<file path="src/rtl/multiway_traffic_ctrl.sv">
// Multi-direction traffic-light controller: round-robin green service with min/max extension.
// Optional emergency preemption is compiled in when TRAFFIC_EMERGENCY_EN is defined.
module multiway_traffic_ctrl #(
  parameter int unsigned NUM_DIR   = 4,
  parameter int unsigned MIN_GREEN = 8,
  parameter int unsigned MAX_GREEN = 32,
  parameter int unsigned YELLOW_T  = 4,
  parameter int unsigned ALLRED_T  = 1,
  parameter int unsigned TW        = 6,
  localparam int unsigned DW       = (NUM_DIR > 1) ? $clog2(NUM_DIR) : 1
) (
  input  logic               clk,
  input  logic               rst_n,
  input  logic               tick,
  input  logic [NUM_DIR-1:0] det,
`ifdef TRAFFIC_EMERGENCY_EN
  input  logic               emerg_req,
  input  logic [DW-1:0]      emerg_dir,
`endif
  output logic [NUM_DIR-1:0] red,
  output logic [NUM_DIR-1:0] yellow,
  output logic [NUM_DIR-1:0] green,
  output logic [DW-1:0]      cur_dir,
  output logic [1:0]         phase
);

  // Encodings double as the phase output.
  typedef enum logic [1:0] {
    StAllRed = 2'b00,
    StGreen  = 2'b01,
    StYellow = 2'b10
  } state_e;

  localparam logic [TW-1:0] MinG    = TW'(MIN_GREEN);
  localparam logic [TW-1:0] MaxG    = TW'(MAX_GREEN);
  localparam logic [TW-1:0] YellowT = TW'(YELLOW_T);
  localparam logic [TW-1:0] AllRedT = TW'(ALLRED_T);

  state_e             state_q, state_d;
  logic [TW-1:0]      timer_q, timer_d, t_inc;
  logic [DW-1:0]      cur_q, cur_d, next_dir;
  logic [NUM_DIR-1:0] demand_q, demand_d, cur_mask, enter_mask;
  logic               other;

  // First demanded direction after cur, wrapping; cur itself is checked last.
  function automatic logic [DW-1:0] rr_pick(input logic [DW-1:0] cur,
                                            input logic [NUM_DIR-1:0] dem);
    logic [DW-1:0] pick;
    logic [DW-1:0] idx;
    pick = cur;
    for (int k = int'(NUM_DIR); k > 0; k--) begin
      idx = DW'((int'(cur) + k) % int'(NUM_DIR));
      if (dem[idx]) pick = idx;
    end
    return pick;
  endfunction

  assign cur_mask = {{(NUM_DIR-1){1'b0}}, 1'b1} << cur_q;

  always_ff @(posedge clk or negedge rst_n) begin
    if (!rst_n) begin
      state_q  <= StAllRed;
      timer_q  <= '0;
      cur_q    <= '0;
      demand_q <= '0;
    end else begin
      state_q  <= state_d;
      timer_q  <= timer_d;
      cur_q    <= cur_d;
      demand_q <= demand_d;
    end
  end

  always_comb begin
    state_d  = state_q;
    cur_d    = cur_q;
    t_inc    = (timer_q >= MaxG) ? MaxG : timer_q + 1'b1;
    other    = |(demand_q & ~cur_mask);
    next_dir = rr_pick(cur_q, demand_q);
`ifdef TRAFFIC_EMERGENCY_EN
    if (emerg_req) next_dir = emerg_dir;
`endif
    unique case (state_q)
      StAllRed: begin
        if (tick && t_inc >= AllRedT) begin
          state_d = StGreen;
          cur_d   = next_dir;
        end
      end
      StGreen: begin
`ifdef TRAFFIC_EMERGENCY_EN
        if (emerg_req) begin
          if (emerg_dir != cur_q) state_d = StYellow;
        end else
`endif
        if (tick && other && ((t_inc >= MinG && !det[cur_q]) || t_inc >= MaxG)) begin
          state_d = StYellow;
        end
      end
      StYellow: begin
        if (tick && t_inc >= YellowT) state_d = StAllRed;
      end
      default: state_d = StAllRed;
    endcase

    if (state_d != state_q) timer_d = '0;
    else if (tick)          timer_d = t_inc;
    else                    timer_d = timer_q;

    // Entering green clears that direction's demand, overriding a same-cycle detect.
    enter_mask = '0;
    if (state_q != StGreen && state_d == StGreen) begin
      enter_mask = {{(NUM_DIR-1){1'b0}}, 1'b1} << cur_d;
    end
    demand_d = (demand_q | det) & ~enter_mask;
  end

  always_comb begin
    green   = (state_q == StGreen)  ? cur_mask : '0;
    yellow  = (state_q == StYellow) ? cur_mask : '0;
    red     = ~(green | yellow);
    cur_dir = cur_q;
    phase   = state_q;
  end

endmodule

</file>
<file path="config.mk">
export PLATFORM = sky130hd
export DESIGN_NAME = multiway_traffic_ctrl
export DESIGN_NICKNAME = d
export VERILOG_FILES = /design/src/rtl/multiway_traffic_ctrl.sv
export SDC_FILE = /design/constraint.sdc
export NUM_CORES = 1
export LEC_CHECK = 0
export BUFFER_PORTS_ARGS = -buffer_cell sky130_fd_sc_hd__buf_2
export CORE_ASPECT_RATIO = 1.4
export CORE_UTILIZATION = 50
export DETAILED_ROUTE_END_ITERATION = 12
export HOLD_SLACK_MARGIN = 0.03
export MAX_ROUTING_LAYER = met4
export PLACE_DENSITY = 0.81
export SLEW_MARGIN = 20
export SYNTH_ARGS = -nofsm -noshare
export SYNTH_HDL_FRONTEND = slang
export SYNTH_SLANG_ARGS = --single-unit
</file>
<file path="constraint.sdc">
create_clock -name clk -period 5.3 [get_ports clk]
set_input_delay 0.265 -clock clk [delete_from_list [all_inputs] [get_ports clk]]
set_output_delay 0.265 -clock clk [all_outputs]
set_load 0.05 [all_outputs]
</file>
---- After elaboration in Yosys (flattened, before gate mapping) ----
Index checks and enable logic that the tools add are counted.
storage, ports and cells
  logic and storage cells ................. 70
  bits of input ports ..................... 7
  flip-flop bits (word level) ............. 14
  output and inout bits ................... 16
operators by class
  order comparisons ....................... 10
  reductions and logical operators ........ 11
  eq/ne operators ......................... 5
  bitwise operators ....................... 7
  shift operators ......................... 2
  muxes and demuxes ....................... 26
  $add $sub $neg .......................... 5
operators with widths
  cell                                                                                 count
  2-bit 2-to-1 mux                                                                     9
  6-bit 2-to-1 mux                                                                     3
  2-bit by 3-bit less-than comparator with 1-bit output, second input constant         5
  6-bit greater-or-equal comparator, second input constant                             2
  4-bit 2-to-1 mux                                                                     3
  4-bit NOT                                                                            3
  1-bit binary-select mux with 2-bit select                                            5
  4-bit AND                                                                            2
  4-bit OR                                                                             2
  1-bit by 2-bit left shift with 4-bit output, first input constant                    2
  6-bit by 1-bit adder with 6-bit output, second input constant                        1
  6-bit by 1-bit greater-or-equal comparator with 1-bit output, second input constant  1
  6-bit by 3-bit greater-or-equal comparator with 1-bit output, second input constant  1
  6-bit by 4-bit greater-or-equal comparator with 1-bit output, second input constant  1
  1-bit logical AND                                                                    6
  2-bit case mux with 3 select lines                                                   1
  1-bit 2-to-1 mux                                                                     5
  2-bit by 1-bit adder with 2-bit output, second input constant                        2
  2-bit adder, second input constant                                                   2
  2-bit by 1-bit equality test with 1-bit output, second input constant                2
  4-bit OR reduction                                                                   1
  2-bit equality test, second input constant                                           1
  2-bit logical NOT                                                                    1
  2-bit by 1-bit inequality test with 1-bit output, second input constant              1
  4 further kinds                                                                      4

---- Logic depth before layout (Yosys ltp) ----
Gate-level depths: netlist (run 1).
  word-level depth ........................ 13
  mapped depth ............................ 8
  gate-level depth less buffers ........... 7

---- Worst setup path after synthesis (run 1) ----
OpenSTA, ideal clock, no wires.
  path type ............................... reg-to-output
  from .................................... register cur_q[0] (netlist: cur_dir[0])
  to ...................................... output port red[2]
  data required time ...................... 5.035 ns
  data arrival time ....................... 2.372 ns
  path buffers ............................ 1
  stages on the path, launching flop included .. 6
  path slack .............................. 2.663 ns
  cells stage by stage .................... dfrtp_1 buf_6 clkinv_1 ha_1 and2_1 nor2_1
on the way
  word-level cells in the longest chain between the ends .. 4
  elaborated cells between the ends (all ways) .. 5
  those cells by class .................... shift: 1; mux: 2; bitwise: 2
RTL lines
  element                                      line  RTL
  start: declaration                           41    logic [DW-1:0] cur_q, cur_d, next_dir;
  start signal: assignment                     69    cur_q <= cur_d;
  1-bit by 2-bit left shift with 4-bit output  58    assign cur_mask = {{(NUM_DIR-1){1'b0}}, 1'b1} << cur_q;
  4-bit 2-to-1 mux                             120   yellow = (state_q == StYellow) ? cur_mask : '0;
  net yellow[2]                                21    output logic [NUM_DIR-1:0] yellow,
  4-bit OR                                     121   red = ~(green | yellow);
  4-bit NOT                                    121
  end: declaration                             20    output logic [NUM_DIR-1:0] red,
The timed path passes the listed nets, and every way through them passes these cells.

---- Worst setup path after layout (run 1) ----
  from .................................... register cur_q[0] (netlist: cur_dir[0])
  to ...................................... register demand_q[3]
on the way
  word-level cells in the longest chain between the ends .. 13
  elaborated cells between the ends (all ways) .. 37
  those cells by class .................... add/sub: 4; eq/ne: 1; shift: 2; mux: 19; bitwise: 4; reduce/logical: 7
RTL lines
  element                                                                                    line      RTL
  2-bit by 1-bit adder with 2-bit output (tied with other cells)                             52        idx = DW'((int'(cur) + k) % int'(NUM_DIR));
  1-bit binary-select mux with 2-bit select (tied with other cells)                          53        if (dem[idx]) pick = idx;
  1-bit 2-to-1 mux (implied by the code) (tied with other cells)                             53
  2-bit 2-to-1 mux (tied with other cells) (2 in series)                                     53
  2-bit 2-to-1 mux / 1-bit logical AND (equally long branches)                               53, 96
  2-bit 2-to-1 mux (on tied branches)                                                        53, 96
  2-bit 2-to-1 mux / 2-bit case mux with 3 select lines (equally long branches)              85, 83
  2-bit 2-to-1 mux / 2-bit by 1-bit equality test with 1-bit output (equally long branches)  83, 112
  1-bit by 2-bit left shift with 4-bit output / 1-bit logical AND (equally long branches)    113, 112
  4-bit 2-to-1 mux (*)                                                                       112       if (state_q != StGreen && state_d == StGreen) begin
  4-bit NOT (*)                                                                              115       demand_d = (demand_q | det) & ~enter_mask;
  4-bit AND (*)                                                                              115
  net demand_d[3]                                                                            42        logic [NUM_DIR-1:0] demand_q, demand_d, cur_mask, enter_mask;
  end signal: assignment                                                                     70        demand_q <= demand_d;
  end: declaration                                                                           42
Mark *: on every way through the listed nets, which the timed path passes. The rest lies on a longest branch. The select of a mux whose other input is x is not followed.
A chain may end at the register's enable or synchronous reset.

==> results of run 1 <==
-- through the flow --
| stage | cells | total power (uW) |
|---|---|---|
| 2_1_floorplan | 134 | 754 |
| 3_3_place_gp | 174 | 862 |
| 3_5_place_dp | 174 | 877 |
| 4_1_cts | 179 | 957 |
| 5_1_grt | 179 | 1030 |
| 6_report | 179 | 956 |
-- registers in the layout (all words and copies together), names as in the netlist --
register	flops
timer_q	6
cur_dir	2
phase	2
demand_q	4
-- power groups by stage --
| stage | combinational, uW | clock [uW] | sequential, uW |
|---|---|---|---|
| floorplan | 516 | 0 | 238 |
| global placement | 634 | 0 | 227 |
| detailed placement | 647 | 0 | 230 |
| CTS | 649 | 79.7 | 229 |
| global route | 704 | 84.3 | 241 |
| finish | 648 | 77.2 | 230 |
-- worst max-delay path: cells and delay by family (launching register included) --
kind	cells	cell delay (ps)
AOI/OAI and AO/OA	2	320
adders and majority gates	1	520
buffers and inverters	1	380
DFF	1	650
and+or+nand+nor	2	540
-- layout make-up --
cell class              count  area (sq um)
fillers                   211           873
multi-input cells         105           778
flip-flops and latches     14           350
repair buffers             23           120
inverters                  11          41.3
clock buffers               4          36.3
well taps                  22          27.5
-- what timing repair did --
item / 4_1_cts / 5_1_grt
hold buffers: 1 / 0
buffers inserted: 0 / 0
endpoints found under the hold margin: 14 / 0
endpoints found under the setup margin: 0 / 0
-- layout by cell type, fill, tap and decap left out, types with 2 or more instances in the layout --
cell type	n
mux2_2	2
o22ai_1	3
a21oi_1	12
clkbuf_4	3
nand2_1	6
nor2b_1	3
and2_1	8
mux2_4	2
nor2_1	17
o22a_1	2
inv_1	10
mux2i_1	2
buf_2	22
dfrtp_1	14
ha_1	6
nand2b_1	4
o221ai_1	2
o21ai_0	4
a21boi_0	2
-- how the worst max path moves through the flow --
stage | startpoint | endpoint | slack [ps] | depth (start not counted)
3_5_place_dp | cur_dir[0]$_DFF_PN0_ | demand_q[3]$_DFF_PN0_ | 2840 | 6
3_3_place_gp | cur_dir[0]$_DFF_PN0_ | demand_q[3]$_DFF_PN0_ | 2910 | 6
4_1_cts | cur_dir[0]$_DFF_PN0_ | demand_q[3]$_DFF_PN0_ | 2810 | 6
6_report | cur_dir[0]$_DFF_PN0_ | demand_q[3]$_DFF_PN0_ | 2790 | 6
2_1_floorplan | cur_dir[0]$_DFF_PN0_ | red[2] | 2660 | 5
5_1_grt | cur_dir[0]$_DFF_PN0_ | demand_q[3]$_DFF_PN0_ | 2530 | 6
-- logic make-up (layout without fill, tap and decap cells) --
family / count (synthesis) / count (layout) / share of synthesized area [%]
adder cells (fa/ha/maj): 6 / 6 / 6.25
multiplexers: 8 / 8 / 9.79
AND/OR/NAND/NOR: 49 / 49 / 21.6
AO/OA/AOI/OAI: 41 / 41 / 26.5
XOR/XNOR: 1 / 1 / 0.729
flip-flops: 14 / 14 / 29.2
buffers and inverters: 15 / 38 / 6.04
-- per-layer routing --
metal | global-route usage, % | routed length [microns] | vias to the layer above
li1 | - | - | 537
met1 | 25.4 | 1010 | 534
met2 | 45.5 | 1530 | 29
met3 | 1.21 | 77 | 8
met4 | 11.2 | 62 | 0
met5 | - | 0 | -
==> run metrics, run 1 <==
initial antenna violation count 0; Period minus WS final 2510 ps; worst reg2reg setup slack 2790 ps; Port Buffers 22; max cap viols 0; Setup crit start kind flip-flop; Crit path required time 5490 ps; share of cells above drive strength 1 25.5%; fin crit share 47.4%; largest stage delay on the critical path 650 ps; clock net sink count 14; Hold Startpoint det[3]; syn nets 147; Comb pwr share 67.8%; Area after DPL 1310 sq um; most frequent cell after synthesis nor2_1; clk_lat worst skew 290 ps; post-cts sizing count 0; vias in the first global route 1,060; Crit Path Max Fanout 11; Sw Pwr 534 uW; origin of the critical flop-to-flop path cur_dir[0]$_DFF_PN0_; violated checks design-rule violations; largest net degree at the start of global routing 15; pwr dens 706 nW/um^2; share of the synthesized area in the top cell type 29.2%; worst hold path endpoint demand_q[3]$_DFF_PN0_; via density per instance 6.19; Netlist Area Pre-Place 1200 sq um; area delta synth->final 12.7%; die width 43.4 microns; Place WS 2840 ps; RSZ-0062 raised after global routing no; Avg Inst Size Synth 8.96 sq um; Initial Util 53.9%; post-route cell area 1350 sq um; Hold Path Class input pin to flip-flop; initial drt markers 29; nets 171; Clock Power Share 8.1%; CTS clk-pin slew, worst paths 90 ps; Tot GR Track Use 24.1%; setup_tns 0 ps; Reg-to-Reg End demand_q[3]$_DFF_PN0_; Least-Margin Pin Slew 486 ps; crit end category flip-flop; Die ar. 2610 sq um; max-slew violations 0; Rel. slew slack 67.6%; I/O pin total 23; Remaining DRCs 2; CP cell instances clkinv_1 -> ha_1 -> o21ai_0 -> and3_1 -> or3_1 -> o22a_1; Die Height 60.0 microns; Total Wirelength 2.68 mm; Slowest-stage cell, CP dfrtp_1; Final Core Density 60.8%; Overflow after GRT 0; WHS 205 ps; Switching Fraction 55.9%; synth cell count leaders nor2_1, dfrtp_1, a21oi_1; Max clock buf depth 2; Routed WL per cell 14.9 microns; crit path DAT 2700 ps; Fmax 398 MHz; first-pass GRT wire length 4.62 mm; Main synth FF type dfrtp_1; Synth Register Bits 14; H-tree Lvls 1; TritonRoute pass-1 iters 8; Cells after Synth 134; Yosys Warn Count 0; Max IR drop VDD 311 uV; clock root cell clkbuf_4; Final Wtd Congestion 0.948; leakage 0.000637 uW; P_int 422 uW; Setup CP Type flip-flop to flip-flop; Vias 1,108; area leader, netlist dfrtp_1; DRT antenna net count 0; Core ar. 2230 sq um; Rows 20; post-synthesis sequential area ratio 29.2%; FFs w/ async S/R, synth 100%; Final Skew 11.7 ps; R2R cell count 6; number of synthesized flops with an enable pin 0; DP Wirelength 2.12 mm; Synth area leaders dfrtp_1, ha_1, nor2_1; outcome finished, violations left; Final Hold Fails 0; slack of the critical path 2790 ps; hold path depth 2; final setup vio count 0; CTS tree built; total CTS buffers 3; Distinct cells, synth 51; n_diodes 0; Seq pwr share 24.1%
Power figures use the tool's default switching activity.
==> run 2, diff against run 1 <==
--- a/config.mk
+++ b/config.mk
@@ -7,11 +7,11 @@
 export LEC_CHECK = 0
 export BUFFER_PORTS_ARGS = -buffer_cell sky130_fd_sc_hd__buf_2
 export CORE_ASPECT_RATIO = 1.4
-export CORE_UTILIZATION = 50
+export CORE_UTILIZATION = 49
 export DETAILED_ROUTE_END_ITERATION = 12
 export HOLD_SLACK_MARGIN = 0.03
 export MAX_ROUTING_LAYER = met4
-export PLACE_DENSITY = 0.81
+export PLACE_DENSITY = 0.83
 export SLEW_MARGIN = 20
 export SYNTH_ARGS = -nofsm -noshare
 export SYNTH_HDL_FRONTEND = slang
==> constraint.sdc (replaced) <==
create_clock -name clk -period 2.1 [get_ports clk]
set_input_delay 0.105 -clock clk [delete_from_list [all_inputs] [get_ports clk]]
set_output_delay 0.105 -clock clk [all_outputs]
set_load 0.05 [all_outputs]
==> run metrics, run 2 (synthesis results as in run 1) <==
outcome finished, violations left; violated checks design-rule violations; initial drt markers 40; Crit path buffers/inverters 2; Reg area 353 sq um; area delta synth->final 16.7%; commonest non-fill, non-tap cells in the layout buf_2, nor2_1, dfrtp_1; post-route cell area 1400 sq um; slack of the critical path 134 ps; Total Wirelength 2.78 mm; H-tree Lvls 1; origin of the critical flop-to-flop path timer_q[0]$_DFFE_PN0P_; commonest non-fill, non-tap cell in the layout buf_2; flip-flop count of the largest register, all copies and words added 6; Period minus WS final 1970 ps; Rows 20; clock root cell clkbuf_4; Final Skew 10.5 ps; Core ar. 2250 sq um; Fmax 509 MHz; Tot GR Track Use 24.2%; Hold Path Class input pin to flip-flop; Setup CP Type flip-flop to flip-flop; Biggest register timer_q; Final Hold Fails 0; n_diodes 0; Crit path required time 2250 ps; max cap viols 0; Vias 1,122; nets 173; Remaining DRCs 4; via density per instance 6.20; Least-Margin Pin Slew 470 ps; RSZ-0062 raised after global routing no; I/O pin total 23; Filler Cells Inserted 176; Die Height 60.6 microns; vias in the first global route 1,102; Port Buffers 22; setup_tns 0 ps; Routed WL per cell 15.3 microns; Rel. slew slack 68.6%; Hold Startpoint det[2]; delay-heaviest family, CP compound AO/OA/AOI/OAI gates; DRT antenna net count 0; Place WS 153 ps; Reg-to-Reg End timer_q[4]$_DFFE_PN0P_; clock net sink count 14; Die ar. 2660 sq um; Crit Path Max Fanout 6; total CTS buffers 3; leakage 0.000651 uW; initial antenna violation count 0; DP Wirelength 2.14 mm; worst hold path endpoint demand_q[2]$_DFF_PN0_; area occupied by multi-input gates 807 sq um; Max clock buf depth 2; TritonRoute pass-1 iters 8; max-slew violations 0; Overflow after GRT 0; die width 43.8 microns; Area after DPL 1350 sq um; WHS 67.0 ps; Setup crit start kind flip-flop; setup bufs post-CTS 0; hold path depth 2; pwr dens 1800 nW/um^2; largest net degree at the start of global routing 15; CP cell instances inv_1 -> ha_1 -> inv_1 -> a21oi_1 -> nand3b_1 -> a32oi_2 -> a21oi_1; Slowest-stage cell, CP dfrtp_1; share of cells above drive strength 1 31.4%; CTS clk-pin slew, worst paths 90 ps; Max IR drop VDD 717 uV; Largest regs timer_q x6, demand_q x4; CTS tree built; worst reg2reg setup slack 130 ps; crit end category flip-flop; Final Core Density 62.2%; largest stage delay on the critical path 430 ps; Final Wtd Congestion 0.911; final setup vio count 0; Initial Util 53.3%; fin crit share 93.6%; clk_lat worst skew 280 ps; first-pass GRT wire length 4.60 mm; crit path DAT 2120 ps; R2R cell count 7
==> run 2: cell count changes in the layout (fill, tap and decap cells not counted), sizes merged <==
cell  delta
buf      +2
==> run 2: worst max-delay path by stage <==
stage / from / endpoint / depth (start not counted)
6_report: timer_q[0]$_DFFE_PN0P_ / timer_q[4]$_DFFE_PN0P_ / 7
5_1_grt: timer_q[0]$_DFFE_PN0P_ / demand_q[2]$_DFF_PN0_ / 6
4_1_cts: timer_q[0]$_DFFE_PN0P_ / timer_q[4]$_DFFE_PN0P_ / 6
3_5_place_dp: timer_q[0]$_DFFE_PN0P_ / timer_q[4]$_DFFE_PN0P_ / 6
3_3_place_gp: timer_q[0]$_DFFE_PN0P_ / timer_q[2]$_DFFE_PN0P_ / 7
2_1_floorplan: phase[1]$_DFF_PN0_ / red[3] / 3
==> run 2: final cells by class <==
type                    count  share of cell area (%)
flip-flops and latches     14                    25.2
clock buffers               4                    2.59
well taps                  22                    1.96
multi-input cells         105                    57.6
repair buffers             25                    9.64
inverters                  11                    3.04
==> run 2: through the flow <==
step           instances  total power [uW]
5_1_grt              181              2710
2_1_floorplan        134              1970
4_1_cts              181              2510
6_report             181              2520
3_5_place_dp         176              2310
3_3_place_gp         176              2240
==> run 2: power breakdown <==
group,switching [uW],internal (uW),leakage [uW]
Sequential,155,373,0.000162
Combinational,1140,658,0.000468
Clock,92.5,105,0.0000210
==> run 2: per-layer routing <==
| metal | track usage [%] | routed length (microns) |
|---|---|---|
| met4 | 14.7 | 67 |
| met1 | 24.4 | 1090 |
| met2 | 44.3 | 1530 |
| met5 | - | 0 |
| met3 | 2.08 | 98 |
==> run 2: what timing repair did <==
item	4_1_cts	5_1_grt
gates resized for setup	0	1
hold buffers	1	0
setup endpoints to repair	0	3
hold endpoints to repair	14	0
==> run 3, diff against run 2 <==
--- a/config.mk
+++ b/config.mk
@@ -5,13 +5,15 @@
 export SDC_FILE = /design/constraint.sdc
 export NUM_CORES = 1
 export LEC_CHECK = 0
-export BUFFER_PORTS_ARGS = -buffer_cell sky130_fd_sc_hd__buf_2
+export BUFFER_PORTS_ARGS = -buffer_cell sky130_fd_sc_hd__buf_4
+export CELL_PAD_IN_SITES_DETAIL_PLACEMENT = 2
+export CELL_PAD_IN_SITES_GLOBAL_PLACEMENT = 2
 export CORE_ASPECT_RATIO = 1.4
-export CORE_UTILIZATION = 49
+export CORE_UTILIZATION = 30
 export DETAILED_ROUTE_END_ITERATION = 12
 export HOLD_SLACK_MARGIN = 0.03
 export MAX_ROUTING_LAYER = met4
-export PLACE_DENSITY = 0.83
+export PLACE_DENSITY = 0.84
 export SLEW_MARGIN = 20
 export SYNTH_ARGS = -nofsm -noshare
 export SYNTH_HDL_FRONTEND = slang
==> run metrics, run 3 (synthesis results as in run 1) <==
Final Skew 2.12 ps; Slowest-stage cell, CP dfrtp_1; largest stage delay on the critical path 460 ps; Largest regs timer_q x6, demand_q x4; max-slew violations 0; Remaining DRCs 0; commonest non-fill, non-tap cells in the layout buf_4, nor2_1, dfrtp_1; CTS tree built; WHS 86.0 ps; Final Non-Filler Cells 202; delay-heaviest family, CP compound AO/OA/AOI/OAI gates; Biggest register timer_q; vias in the first global route 1,265; Port Buffers 22; Core ar. 3740 sq um; Die Height 76.9 microns; Final Wtd Congestion 0.844; Rel. slew slack 66.4%; slack of the critical path 140 ps; nets 174; clock net sink count 14; Setup crit start kind flip-flop; Fmax 510 MHz; Rows 26; initial antenna violation count 0; Crit path buffers/inverters 1; Hold Startpoint det[2]; Crit Path Max Fanout 6; Tot GR Track Use 19.2%; TritonRoute pass-1 iters 4; area delta synth->final 26.0%; max cap viols 0; Max clock buf depth 2; Reg area 353 sq um; Routed WL per cell 18.2 microns; flip-flop count of the largest register, all copies and words added 6; Hold Path Class input pin to flip-flop; Final Core Density 40.5%; outcome completed; Crit path required time 2270 ps; crit end category flip-flop; H-tree Lvls 1; Vias 1,135; Max IR drop VDD 1100 uV; Total Wirelength 3.67 mm; Post-Place Cells 196; clock root cell clkbuf_8; fin crit share 93.3%; setup_tns 0 ps; Filler Cells Inserted 433; worst hold path endpoint demand_q[2]$_DFF_PN0_; leakage 0.000678 uW; CP cell instances ha_2 -> a21boi_1 -> a21oi_2 -> o21ai_1 -> a32oi_2 -> buf_4 -> a211oi_2; clk_lat worst skew 250 ps; Setup CP Type flip-flop to flip-flop; die width 55.5 microns; R2R cell count 7; Reg-to-Reg End timer_q[2]$_DFFE_PN0P_; Die ar. 4260 sq um; Final Hold Fails 0; Period minus WS final 1960 ps; DP Wirelength 2.88 mm; first-pass GRT wire length 6.40 mm; origin of the critical flop-to-flop path timer_q[0]$_DFFE_PN0P_; area occupied by multi-input gates 813 sq um; hold path depth 2; I/O pin total 23; final setup vio count 0; Place WS 93.8 ps; share of cells above drive strength 1 33.1%; via density per instance 5.62; pwr dens 1830 nW/um^2; commonest non-fill, non-tap cell in the layout buf_4; critical path depth in cells 7; Overflow after GRT 0; Least-Margin Pin Slew 503 ps; Initial Util 32.1%; worst reg2reg setup slack 140 ps; crit path DAT 2130 ps; DRT antenna net count 0; n_diodes 0; largest net degree at the start of global routing 15; CTS clk-pin slew, worst paths 60 ps; RSZ-0062 raised after global routing no; initial drt markers 34; total CTS buffers 3
==> run 3: cell count changes in the layout (fill, tap and decap cells not counted), moves of 3 or more <==
cell and change:
clkbuf_8 +3, buf_4 +23, buf_2 -22, clkbuf_4 -3
==> run 3: cell type report <==
| type | instances | share of cell area (%) |
|---|---|---|
| Inverter | 11 | 2.81 |
| Tap cell | 42 | 3.47 |
| Sequential cell | 14 | 23.3 |
| Timing Repair Buffer | 26 | 13.1 |
| Multi-Input combinational cell | 105 | 53.7 |
| Clock buffer | 4 | 3.64 |
==> run 3: stage by stage <==
step	total power, uW	cell area [sq um]
after floorplan	1970	1230
after global placement	2370	1430
after detailed placement	2470	1430
after CTS	2750	1500
after global routing	2970	1510
final	2770	1510
==> run 3: what timing repair did <==
item / 4_1_cts / 5_1_grt
hold buffers: 1 / 0
hold endpoints to repair: 14 / 0
buffers inserted: 0 / 1
setup endpoints to repair: 0 / 12
resized for setup: 0 / 4
==> run 3: worst max-delay path by stage <==
stage,slack [ps],end,start
floorplan,20,red[3],phase[1]$_DFF_PN0_
global placement,200,timer_q[2]$_DFFE_PN0P_,timer_q[0]$_DFFE_PN0P_
detailed placement,90,timer_q[1]$_DFFE_PN0P_,timer_q[0]$_DFFE_PN0P_
CTS,70,timer_q[1]$_DFFE_PN0P_,timer_q[0]$_DFFE_PN0P_
global route,10,timer_q[2]$_DFFE_PN0P_,timer_q[0]$_DFFE_PN0P_
finish,140,timer_q[2]$_DFFE_PN0P_,timer_q[0]$_DFFE_PN0P_
==> run 3: worst reg2reg max path, delay by kind of cell, from the launching register on <==
kind / cells / cell delay [ps]
flip-flops: 1 / 460
buffers and inverters: 1 / 190
adder cells (fa/ha/maj): 1 / 280
AO/OA/AOI/OAI: 5 / 950
==> run 3: per-layer routing <==
| layer | GRT usage (%) | vias up | share of wire [%] |
|---|---|---|---|
| met5 | - | - | 0 |
| met4 | 4.75 | 0 | 1.3 |
| met2 | 36.9 | 19 | 58 |
| met3 | 2.19 | 8 | 1.6 |
| met1 | 20.4 | 569 | 39 |
| li1 | - | 539 | - |
==> run 3: where the power goes <==
| part | total [uW] | internal, uW | switching, uW |
|---|---|---|---|
| Sequential | 551 | 374 | 177 |
| Combinational | 1950 | 753 | 1190 |
| Clock | 269 | 166 | 103 |
